**src/rtl/seq_array_multiplier.sv**
```systemverilog
// seq_array_multiplier
// Iterative shift-add multiplier that handles one multiplier bit per clock.
// Operands arrive over a valid/ready handshake and the product leaves over a second one.
// Two's-complement operation is selected per transaction. In that mode the
// multiplier's sign bit carries weight -2^(WIDTH-1), so the last row is subtracted.
module seq_array_multiplier #(
   parameter int WIDTH     = 4,
   parameter bit SIGNED_EN = 1'b1
) (
   input  logic                 clk,
   input  logic                 rst,
   input  logic                 in_valid,
   output logic                 in_ready,
   input  logic [WIDTH-1:0]     in_m,
   input  logic [WIDTH-1:0]     in_q,
   input  logic                 in_signed,
   output logic                 out_valid,
   input  logic                 out_ready,
   output logic [2*WIDTH-1:0]   out_p,
   output logic                 busy
);

   // One guard bit above the product keeps the signed corner cases exact.
   localparam int AW = 2 * WIDTH + 1;
   localparam int CW = (WIDTH > 2) ? $clog2(WIDTH) : 1;
   localparam logic [CW-1:0] LAST_CNT = CW'(WIDTH - 1);

   typedef enum logic [1:0] {
      ST_IDLE = 2'd0,
      ST_RUN  = 2'd1,
      ST_DONE = 2'd2
   } state_t;

   state_t               state_reg, state_next;
   logic [WIDTH-1:0]     m_reg, m_next;
   logic [WIDTH-1:0]     q_reg, q_next;
   logic                 sgn_reg, sgn_next;
   logic [AW-1:0]        acc_reg, acc_next;
   logic [CW-1:0]        cnt_reg, cnt_next;
   logic [2*WIDTH-1:0]   out_p_reg, out_p_next;

   // Multiplicand widened to accumulator width: sign-extended in signed mode,
   // zero-extended otherwise.
   logic [AW-1:0] m_ext;

   genvar gi;
   generate
      for (gi = 0; gi < AW; gi++) begin : g_m_ext
         if (gi < WIDTH) begin : g_low
            assign m_ext[gi] = m_reg[gi];
         end else begin : g_high
            assign m_ext[gi] = sgn_reg & m_reg[WIDTH-1];
         end
      end
   endgenerate

   // Current partial-product row, already shifted to weight 2^cnt.
   logic [AW-1:0] row;
   logic          last_bit;
   logic          sub_row;
   logic [AW-1:0] acc_sum;

   // Single adder row: add the shifted partial product, or subtract it for the sign bit.
   always_comb begin
      row      = '0;
      last_bit = (cnt_reg == LAST_CNT);
      sub_row  = sgn_reg & last_bit;
      if (q_reg[cnt_reg]) begin
         row = m_ext << cnt_reg;
      end
      if (sub_row) begin
         acc_sum = acc_reg - row;
      end else begin
         acc_sum = acc_reg + row;
      end
   end

   // State and datapath registers; reset discards any transaction in flight.
   always_ff @(posedge clk) begin
      if (rst) begin
         state_reg <= ST_IDLE;
         m_reg     <= '0;
         q_reg     <= '0;
         sgn_reg   <= 1'b0;
         acc_reg   <= '0;
         cnt_reg   <= '0;
         out_p_reg <= '0;
      end else begin
         state_reg <= state_next;
         m_reg     <= m_next;
         q_reg     <= q_next;
         sgn_reg   <= sgn_next;
         acc_reg   <= acc_next;
         cnt_reg   <= cnt_next;
         out_p_reg <= out_p_next;
      end
   end

   // Next-state and datapath control.
   always_comb begin
      state_next = state_reg;
      m_next     = m_reg;
      q_next     = q_reg;
      sgn_next   = sgn_reg;
      acc_next   = acc_reg;
      cnt_next   = cnt_reg;
      out_p_next = out_p_reg;

      case (state_reg)
         ST_IDLE: begin
            if (in_valid) begin
               m_next     = in_m;
               q_next     = in_q;
               sgn_next   = in_signed & SIGNED_EN;
               acc_next   = '0;
               cnt_next   = '0;
               state_next = ST_RUN;
            end
         end
         ST_RUN: begin
            acc_next = acc_sum;
            if (last_bit) begin
               // The product register changes only here, so it stays put through DONE and IDLE.
               out_p_next = acc_sum[2*WIDTH-1:0];
               state_next = ST_DONE;
            end else begin
               cnt_next = cnt_reg + 1'b1;
            end
         end
         ST_DONE: begin
            if (out_ready) begin
               state_next = ST_IDLE;
            end
         end
         default: begin
            state_next = ST_IDLE;
         end
      endcase
   end

   assign in_ready  = (state_reg == ST_IDLE);
   assign out_valid = (state_reg == ST_DONE);
   assign busy      = (state_reg != ST_IDLE);
   assign out_p     = out_p_reg;

endmodule

```
**config.mk**
```make
export PLATFORM = sky130hd
export DESIGN_NAME = seq_array_multiplier
export DESIGN_NICKNAME = d
export VERILOG_FILES = /design/src/rtl/seq_array_multiplier.sv
export SDC_FILE = /design/constraint.sdc
export NUM_CORES = 1
export LEC_CHECK = 0
export ABC_AREA = 1
export CAP_MARGIN = 20
export CORE_ASPECT_RATIO = 1.25
export CORE_MARGIN = 4
export CORE_UTILIZATION = 50
export CTS_CLUSTER_DIAMETER = 100
export DETAILED_ROUTE_END_ITERATION = 7
export PLACE_DENSITY = 0.73
export SYNTH_ARGS = -nofsm -noshare
export SYNTH_HDL_FRONTEND = slang
export SYNTH_SLANG_ARGS = --single-unit
```
**constraint.sdc**
```tcl
create_clock -name clk -period 7.6 [get_ports clk]
set_clock_uncertainty 0.05 [all_clocks]
set_input_delay 0.76 -clock clk [delete_from_list [all_inputs] [get_ports clk]]
set_output_delay 0.76 -clock clk [all_outputs]
set_load 0.01 [all_outputs]
```
==> impl_metrics.tcl <==
set metrics [dict create \
    swShare_pct 36.45 \
    wl_met2_microns 1874 \
    initial_core_util_pct 52.08 \
    rsz0062_at_grt "false" \
    cts_setup_buffers 0 \
    core_sq_mm 0.003483 \
    worstSkewPairLatency_ps 280 \
    cts-resized-gates 0 \
    antenna_left 0 \
    numCtsBuffers 5 \
    drive_above_1_share_pct 10.60 \
    netlist_instances 258 \
    startpoint_type "flop" \
    p_comb_share_pct 40.7 \
    drc_errors 0 \
    period_share_pct 40.49 \
    layout.nets 305 \
    ys.warnings.count 0 \
    die_y_microns 75.35 \
    dieArea_sq_mm 0.004662 \
    vias_per_cell 5.075 \
    power_frac_clock_pct 28.7 \
    drtIter0Drc 52 \
    endpoint_kind "flop" \
    hold_viol 0 \
    syn_to_final_growth_pct 20.07 \
    fmaxAchievable_mhz 325.0 \
    grt_pass1_wl_microns 6506 \
    yosys.area.top_type "dfxtp_1" \
    crit_fanout 11 \
    wl_met3_microns 143 \
    wl_met1_microns 1556 \
    worstPathCellList "inv_6, nand2_2, inv_1, nor2_2, nand2_1, ha_1, nand2_1, nor2_1, a21oi_1, xnor2_1, inv_1, ha_1, a21oi_1, o21ai_0, a31oi_1, inv_1, nand3_2, nand3_2, a21oi_2" \
    crit_type "reg2reg" \
    grt-ovfl-total 0 \
    final_core_util_pct 62.54 \
    cp_slowest_cell "dfxtp_1" \
    cts_tree "yes" \
    critical-path-top-delay-family "compound AO/OA/AOI/OAI gates" \
    dp_cells 314 \
    synth_top_area_share_pct 32.00 \
    num_antenna_cells 0 \
    worst_hold_slack_ps 411.0 \
    relSlewSlack_pct 40.45 \
    hp-class "reg2reg" \
    ys_ff_latch 29 \
    io_pins 24 \
    cts_max_level 2 \
    p_sw_mw 0.2107 \
    setup_viol 0 \
    grt_max_degree 19 \
    syn_area_per_cell_sq_um 7.032 \
    wl_microns 3647 \
    final_common_cell "nand2_1" \
    worst_path_largest_cell_delay_ps 590 \
    wl_per_cell_microns 11.33 \
    grt_pass1_vias 1523 \
    cts_hold_buf 0 \
    most-common-layout-cells "nand2_1 (61), inv_1 (38), dfxtp_1 (29)" \
    synth_nets 281 \
    synth_area_sq_mm 0.001814 \
    grt_usage_pct 18.81 \
    preCtsSetupSlack_ps 4513 \
    critPathRequiredTime_ps 7760 \
    fin_setup_tns_ps 0 \
    port_buffers 23 \
    ys_types 30 \
    fin_cells 322 \
    ys_seq_area_share_pct 32.00 \
    drv_cap 0 \
    worstMarginPinSlew_ps 890.0 \
    root_buffer "clkbuf_8" \
    drt_pass1_iterations 4 \
    synth.area.top_cells "dfxtp_1 (32%), nand2_1 (13%), inv_1 (7.9%), a21oi_1 (7.7%), ha_1 (6.2%)" \
    intPower_mw 0.3673 \
    worst-path-buf-inv 4 \
    antenna_found_initial 0 \
    cp_common_cell "inv_1" \
    clockBufferDepth 2 \
    ir_drop_uv 200.6 \
    worstPathArrival_ps 3230 \
    place.detailed.hpwl_microns 2872 \
    vias 1634 \
    leakagePower_nw 0.9983 \
    seqPwrFrac_pct 30.6 \
    design_area_sq_mm 0.002178 \
    rows 24 \
    finalPower_mw 0.5780 \
    power.density_mw_per_mm2 265.3 \
    layout_setup_ws_ps 4523 \
    gp_congestion 0.8164 \
    maxSlewViolCount 0 \
    cts.sinks 29 \
    routed.top_layer "met4" \
    post-route-min-period_ps 3077 \
    die_w_microns 61.88 \
    place_area_sq_mm 0.002062 \
    path_clk_slew_ps 70 \
    status "completed" \
]
-- path summary, 6_finish.rpt --
check              from    endpoint  slack [ps]  depth (start not counted)
max reg2reg  cnt_reg[0]  acc_reg[7]        4520                         19
max          cnt_reg[0]  acc_reg[7]        4520                         19
min            out_p[1]    out_p[1]         410                          2
min reg2reg    out_p[1]    out_p[1]         410                          2
-- Yosys cell counts, drive strengths merged --
master	n
o21ai	21
nand2	70
o21a	1
ha	9
fa	1
a211oi	2
inv	41
dfxtp	29
o21bai	4
nor2	15
xor2	6
a31oi	1
nand3b	1
buf	2
xnor2	4
o221ai	1
a21oi	29
nand3	17
clkbuf	4
-- cell families after synthesis --
logic type / count (synthesis) / synth area share [%]
and+or+nand+nor: 103 / 26.83
AOI/OAI and AO/OA: 59 / 18.55
buffers and inverters: 47 / 10.48
DFF: 29 / 32.00
xor gates and xnor gates: 10 / 4.827
adders and majority gates: 10 / 7.310
-- routing by layer --
| metal | vias to the layer above | track usage [%] |
|---|---|---|
| li1 | 872 | - |
| met1 | 725 | 22.78 |
| met2 | 28 | 31.32 |
| met3 | 9 | 5.254 |
| met4 | 0 | 7.075 |
| met5 | - | 0 |
-- area by class of cell --
class	count	area, sq um
multi-input cells	182	1044
inverters	41	158.9
flip-flops and latches	29	580.6
repair buffers	23	230.2
well taps	39	48.80
fillers	334	1305
clock inverters	1	30.03
clock buffers	7	86.33
-- worst register-to-register path: stages, from the launching register on --
cell	delay, ps
dfxtp_1	590
inv_6	80
nand2_2	90
inv_1	50
nor2_2	140
nand2_1	110
ha_1	200
nand2_1	80
nor2_1	50
a21oi_1	180
xnor2_1	140
inv_1	60
ha_1	320
a21oi_1	130
o21ai_0	90
a31oi_1	230
inv_1	80
nand3_2	100
nand3_2	80
a21oi_2	160
-- power groups by stage --
stage	clock, mW	combinational [mW]	sequential [mW]
2_1_floorplan	0	0.193	0.176
3_3_place_gp	0	0.233	0.180
3_5_place_dp	0	0.235	0.180
4_1_cts	0.169	0.237	0.177
5_1_grt	0.178	0.268	0.179
6_report	0.166	0.235	0.177
No activity file was read; power rests on OpenSTA's default activity.
